File: src/rtl/dac_spi_tx.sv
// dac_spi_tx: serialises 10-bit offset-binary samples into 16-bit MCP4911
// write frames over SPI mode 0, with a one-deep pending-sample buffer.
// Optional feature macro: DAC_SYNC_LDAC_EN (when defined, ldac_n pulses low
// during the post-frame gap; otherwise ldac_n is tied low).
//
// Handshake: load is a fire-and-forget strobe with no ready. Every cycle with
// load=1 writes the pending buffer; a still-unsent pending sample is replaced
// (latest wins) and overrun pulses one cycle later, unless the FSM consumes
// the old sample on that same edge.
module dac_spi_tx #(
  parameter int   CLK_DIV = 25,
  parameter logic BUF     = 1'b1,
  parameter logic GA_N    = 1'b1
) (
  input  logic       sysclk,
  input  logic       rst_n,
  input  logic       load,
  input  logic [9:0] data_in,
  output logic       busy,
  output logic       done,
  output logic       overrun,
  output logic       cs_n,
  output logic       sck,
  output logic       sdi,
  output logic       ldac_n
);

  localparam int              HC_W   = $clog2(CLK_DIV);
  localparam logic [HC_W-1:0] HC_MAX = HC_W'(CLK_DIV - 1);

  localparam logic [2:0] S_IDLE  = 3'd0;
  localparam logic [2:0] S_SETUP = 3'd1;
  localparam logic [2:0] S_SHIFT = 3'd2;
  localparam logic [2:0] S_HOLD  = 3'd3;
  localparam logic [2:0] S_GAP   = 3'd4;

  logic [2:0]      state_q, state_d;
  logic [HC_W-1:0] hc_q, hc_d;
  logic [4:0]      ec_q, ec_d;
  logic [14:0]     sh_q, sh_d;     // bits still to be sent after the one on sdi
  logic            sck_q, sck_d;
  logic            sdi_q, sdi_d;
  logic            cs_n_q, cs_n_d;
  logic            busy_q, busy_d;
  logic            done_q, done_d;
  logic            ovr_q, ovr_d;
  logic            pend_vld_q, pend_vld_d;
  logic [9:0]      pend_data_q, pend_data_d;

  logic            hc_last;
  logic            consume;
  logic [15:0]     frame_w;

  assign hc_last = (hc_q == HC_MAX);
  assign consume = (state_q == S_IDLE) && pend_vld_q;
  assign frame_w = {1'b0, BUF, GA_N, 1'b1, pend_data_q, 2'b00};

  // Next-state logic for the frame FSM and the pending-sample buffer
  always_comb begin
    state_d     = state_q;
    hc_d        = hc_q;
    ec_d        = ec_q;
    sh_d        = sh_q;
    sck_d       = sck_q;
    sdi_d       = sdi_q;
    cs_n_d      = cs_n_q;
    busy_d      = busy_q;
    done_d      = 1'b0;
    ovr_d       = 1'b0;
    pend_vld_d  = pend_vld_q;
    pend_data_d = pend_data_q;

    case (state_q)
      S_IDLE: begin
        hc_d = '0;
        ec_d = 5'd0;
        if (pend_vld_q) begin
          sh_d    = frame_w[14:0];
          sdi_d   = frame_w[15];
          cs_n_d  = 1'b0;
          busy_d  = 1'b1;
          state_d = S_SETUP;
        end
      end
      S_SETUP: begin
        if (hc_last) begin
          hc_d    = '0;
          state_d = S_SHIFT;
        end else begin
          hc_d = hc_q + 1'b1;
        end
      end
      S_SHIFT: begin
        if (hc_last) begin
          hc_d  = '0;
          sck_d = ~sck_q;
          ec_d  = ec_q + 5'd1;
          // Odd toggle index = falling edge; the last one leaves sdi on bit 0
          if (ec_q[0]) begin
            if (ec_q == 5'd31) begin
              ec_d    = 5'd0;
              state_d = S_HOLD;
            end else begin
              sdi_d = sh_q[14];
              sh_d  = {sh_q[13:0], 1'b0};
            end
          end
        end else begin
          hc_d = hc_q + 1'b1;
        end
      end
      S_HOLD: begin
        if (hc_last) begin
          hc_d    = '0;
          cs_n_d  = 1'b1;
          state_d = S_GAP;
        end else begin
          hc_d = hc_q + 1'b1;
        end
      end
      S_GAP: begin
        if (hc_last) begin
          hc_d    = '0;
          done_d  = 1'b1;
          busy_d  = 1'b0;
          state_d = S_IDLE;
        end else begin
          hc_d = hc_q + 1'b1;
        end
      end
      default: begin
        state_d = S_IDLE;
        hc_d    = '0;
        ec_d    = 5'd0;
      end
    endcase

    if (consume) pend_vld_d = 1'b0;
    if (load) begin
      pend_data_d = data_in;
      pend_vld_d  = 1'b1;
      ovr_d       = pend_vld_q && !consume;
    end
  end

  // State registers; async reset abandons any frame in flight
  always_ff @(posedge sysclk or negedge rst_n) begin
    if (!rst_n) begin
      state_q     <= S_IDLE;
      hc_q        <= '0;
      ec_q        <= 5'd0;
      sh_q        <= '0;
      sck_q       <= 1'b0;
      sdi_q       <= 1'b0;
      cs_n_q      <= 1'b1;
      busy_q      <= 1'b0;
      done_q      <= 1'b0;
      ovr_q       <= 1'b0;
      pend_vld_q  <= 1'b0;
      pend_data_q <= '0;
    end else begin
      state_q     <= state_d;
      hc_q        <= hc_d;
      ec_q        <= ec_d;
      sh_q        <= sh_d;
      sck_q       <= sck_d;
      sdi_q       <= sdi_d;
      cs_n_q      <= cs_n_d;
      busy_q      <= busy_d;
      done_q      <= done_d;
      ovr_q       <= ovr_d;
      pend_vld_q  <= pend_vld_d;
      pend_data_q <= pend_data_d;
    end
  end

`ifdef DAC_SYNC_LDAC_EN
  logic ldac_n_q, ldac_n_d;
  assign ldac_n_d = (state_q != S_GAP);

  // LDAC low for the gap window, lagging the cs_n rise by one cycle
  always_ff @(posedge sysclk or negedge rst_n) begin
    if (!rst_n) ldac_n_q <= 1'b1;
    else        ldac_n_q <= ldac_n_d;
  end
  assign ldac_n = ldac_n_q;
`else
  assign ldac_n = 1'b0;
`endif

  assign busy    = busy_q;
  assign done    = done_q;
  assign overrun = ovr_q;
  assign cs_n    = cs_n_q;
  assign sck     = sck_q;
  assign sdi     = sdi_q;

endmodule

File: config.mk
export PLATFORM = sky130hd
export DESIGN_NAME = dac_spi_tx
export DESIGN_NICKNAME = d
export VERILOG_FILES = /design/src/rtl/dac_spi_tx.sv
export SDC_FILE = /design/constraint.sdc
export NUM_CORES = 1
export LEC_CHECK = 0
export ABC_AREA = 1
export CAP_MARGIN = 10
export CELL_PAD_IN_SITES_DETAIL_PLACEMENT = 2
export CELL_PAD_IN_SITES_GLOBAL_PLACEMENT = 2
export CORE_MARGIN = 2
export CORE_UTILIZATION = 36
export DETAILED_ROUTE_END_ITERATION = 16
export HOLD_SLACK_MARGIN = 0.08
export PLACE_DENSITY_LB_ADDON = 0.1
export SYNTH_ARGS = -nofsm -noshare
export SYNTH_HDL_FRONTEND = slang
export SYNTH_SLANG_ARGS = --single-unit
export TNS_END_PERCENT = 20
File: constraint.sdc
create_clock -name sysclk -period 2.3 [get_ports sysclk]
set_input_delay 0.345 -clock sysclk [delete_from_list [all_inputs] [get_ports sysclk]]
set_output_delay 0.345 -clock sysclk [all_outputs]
set_load 0.01 [all_outputs]
==> impl_results.md <==
- Vias in the first global route: 1,969
- Non-filler cells in the finished layout: 355
- Ant diodes: 0
- Vias per cell: 5.104
- Crit. End Element: flop
- Total met3 wirelength after detailed routing: 156 um
- First-pass GRT wire length: 9473 um
- CP cell instances: inv_2 > nand3_1 > buf_4 > or2_2 > nand4_1 > nand2_1
- Largest net degree at the start of global routing: 44
- Instance count after placement with tap cells included: 347
- Timing-limited maximum frequency: 0.5608 GHz
- Cell count after synthesis: 262
- Final global-route overflow total: 0
- Crit path largest cell delay: 490 ps
- Number of H-tree branching levels: 2
- Final Critical Period: 1783 ps
- Buffers added on ports: 18
- Routed length per placed instance: 15.36 um
- Remaining number of nets flagged by the antenna check after routing: 0
- Sequential fraction of design power: 54.2%
- Core region area: 0.005608 mm^2
- GR Util All Layers: 19.16%
- Initial standard-cell utilization of the core: 37.88%
- Hold violation count in the final report: 0
- Clock tree root buffer cell: clkbuf_8
- Classification of the worst-slack hold path: primary input to async pin
- CP startpoint kind: flop
- Switch share: 22.14%
- Number of setup buffers added after CTS: 0
- Total iterations of the first detailed-routing run: 4
- Routability Congestion: 0.7225
- Proportion of layout cells with a drive suffix above 1: 9.541%
- Worst-skew pair later-pin latency: 300 ps
- TritonCTS clock tree: built
- Routed WL: 5452 um
- Synth Area in Compound Gates: 3.239%
- Adder and majority gate portion of the synthesized area: 2.356%
- Final setup slack of the worst path: 516.9 ps
- Total nets after synthesis: 279
- Leakage power of the design: 1.305 nW
- Core Rows: 27
- Fin util: 44.22%
- Die area: 0.006532 mm^2
- RSZ-0062 raised after global routing: false
- Post-route worst hold slack: 118.5 ps
- Required time worst endpoint: 2500 ps
- Post-synth design cell area: 0.002125 mm^2
- Met2 routed WL: 2651 um
- Fraction of power consumed by combinational cells: 5.3%
- Most frequent cells in the layout: nand2_1 (103), dfrtp_1 (42), nand4_1 (23)
- Outcome: completed
- Number of synthesis warnings: 0
- Actual slew at the worst max-slew pin: 584.0 ps
- Via count of the routed design: 1,812
- Placed instance area: 0.002374 mm^2
- Clock Skew: 6.973 ps
- Total power draw: 1.466 mW
- Sequential share of the synthesized area: 50.71%
- Fraction of synthesized cell area in xor and xnor cells: 2.473%
- Hold_buf cts: 0
- Largest delay contributor family on the critical path: simple AND/OR/NAND/NOR gates
- Simple logic cell fraction of the synthesized area: 34.28%
- Switching power: 0.3246 mW
- Number of gates resized after cts: 0
- Dominant combinational cell family by area after synthesis: simple AND/OR/NAND/NOR gates
- Cell variety after synth: 26
- Clock power frac: 40.5%
- Setup-failing EPs final: 0
- Die Wd: 80.82 um
- Number of pins with negative max-slew slack in the final report: 0
- Number of buffer and inverter stages on the critical path: 2
- Wl on met1: 2567 um
- Count of filler cells inserted in the layout: 670
- Slew headroom: 61.07%
- Max-cap violation count: 0
- Height of the die: 80.82 um
- Cell type of the slowest stage on the worst timing path: dfrtp_1
- Final sum of negative setup slack: 0 ps
- Classification of the worst setup path: flop to flop
- Worst EP arrival: 1980 ps
- Cell Int Power: 1.142 mW
- Number of DRC violations after detailed-routing iteration 0: 64
- Post-DP HPWL: 3852 um
- Commonest non-fill, non-tap cell in the layout: nand2_1
- Final cycle utilization of the critical path: 77.53%
- Highest signal layer in the routed design: met4
- Total Nets Final: 299
- Synth-to-Final Area Change: 16.73%
- Sink Count: 43
- Clock slew at the register clock pins of the worst setup and hold paths: 80 ps
- Number of CTS-inserted buffers: 5
- Number of antenna violations at the first check in global routing: 0
- Multiplexer share of the synthesized area: 0%
- Synth Area per Inst: 8.109 um^2
- Post-Layout Inst Area: 0.002480 mm^2
- Worst supply voltage drop on vdd: 0.3019 mV
- Crit Path Max Fanout: 16
- Total of flip-flops plus latches after synthesis: 43
- Count of pins on the block boundary: 20
- Maximum buffer depth of the clock tree: 2
- Cell area power density: 591.2 mW/mm^2
- DRC violations left: 0
- Pre-CTS setup slack: 535.7 ps
==> final cells by class <==
class | count | area [um^2] | area share (%)
Inverter | 20 | 75.07 | 3.027
Clock inverter | 1 | 30.03 | 1.211
Timing Repair Buffer | 25 | 227.7 | 9.183
Tap cell | 72 | 90.09 | 3.633
Sequential cell | 43 | 1077 | 43.44
Clock buffer | 7 | 76.32 | 3.078
Multi-Input combinational cell | 187 | 903.4 | 36.43
==> state kept, by name, indices dropped and copies added (netlist names) <==
| name | count |
|---|---|
| done | 1 |
| overrun | 1 |
| cs_n | 1 |
| hc_q | 5 |
| ec_q | 5 |
| busy | 1 |
| pend_data_q | 10 |
| pend_vld_q | 1 |
| sdi | 1 |
| state_q | 3 |
| sck | 1 |
| sh_q | 13 |
==> final timing paths <==
check	startpoint	endpoint	slack (ps)	depth (start not counted)
max	state_q[0]$_DFFE_PN0P_	sh_q[12]$_DFFE_PN0P_	520	6
min	rst_n	sck$_DFFE_PN0P_	120	2
max reg2reg	state_q[0]$_DFFE_PN0P_	sh_q[12]$_DFFE_PN0P_	520	6
min reg2reg	sck$_DFFE_PN0P_	sck$_DFFE_PN0P_	470	1
max in group asynchronous	rst_n	hc_q[2]$_DFF_PN0_	1780	2
min in group sysclk	sck$_DFFE_PN0P_	sck$_DFFE_PN0P_	470	1
==> logic make-up (layout without fill, tap and decap cells) <==
logic type	after synthesis	in the layout
buf+inv	32	53
flops	43	43
simple gates	164	164
compound gates	12	12
xor+xnor	6	6
other cells	1	1
fa+ha+maj	4	4
==> cells in the mapped netlist (all sizes together) <==
| library cell | number | share of area (%) |
|---|---|---|
| buf | 8 | 2.5 |
| nand3 | 18 | 4.5 |
| o211ai | 1 | 0.35 |
| nor3 | 1 | 0.77 |
| or2 | 3 | 0.88 |
| clkbuf | 4 | 0.71 |
| ha | 4 | 2.4 |
| dfstp | 1 | 1.2 |
| inv | 20 | 3.5 |
| o21ai | 9 | 2.3 |
| a21oi | 1 | 0.24 |
| xor2 | 6 | 2.5 |
| nand4 | 23 | 6.8 |
| nand2 | 104 | 18 |
| dfrtp | 42 | 49 |
| o31ai | 1 | 0.35 |
| conb | 1 | 0.18 |
| nor2 | 15 | 2.9 |
==> layer usage <==
metal	global-route usage (%)	vias to the layer above
met5	0	-
met4	7.627	0
met3	3.000	7
met2	31.74	25
met1	25.07	897
li1	-	883
==> power groups by stage <==
stage          combinational (mW)  sequential (mW)  clock, mW
2_1_floorplan              0.0357            0.806          0
3_3_place_gp               0.0773            0.809          0
3_5_place_dp               0.0804            0.810          0
4_1_cts                    0.0806            0.795      0.615
5_1_grt                    0.0907            0.799      0.645
6_report                   0.0773            0.795      0.594
Power figures use the tool's default switching activity.
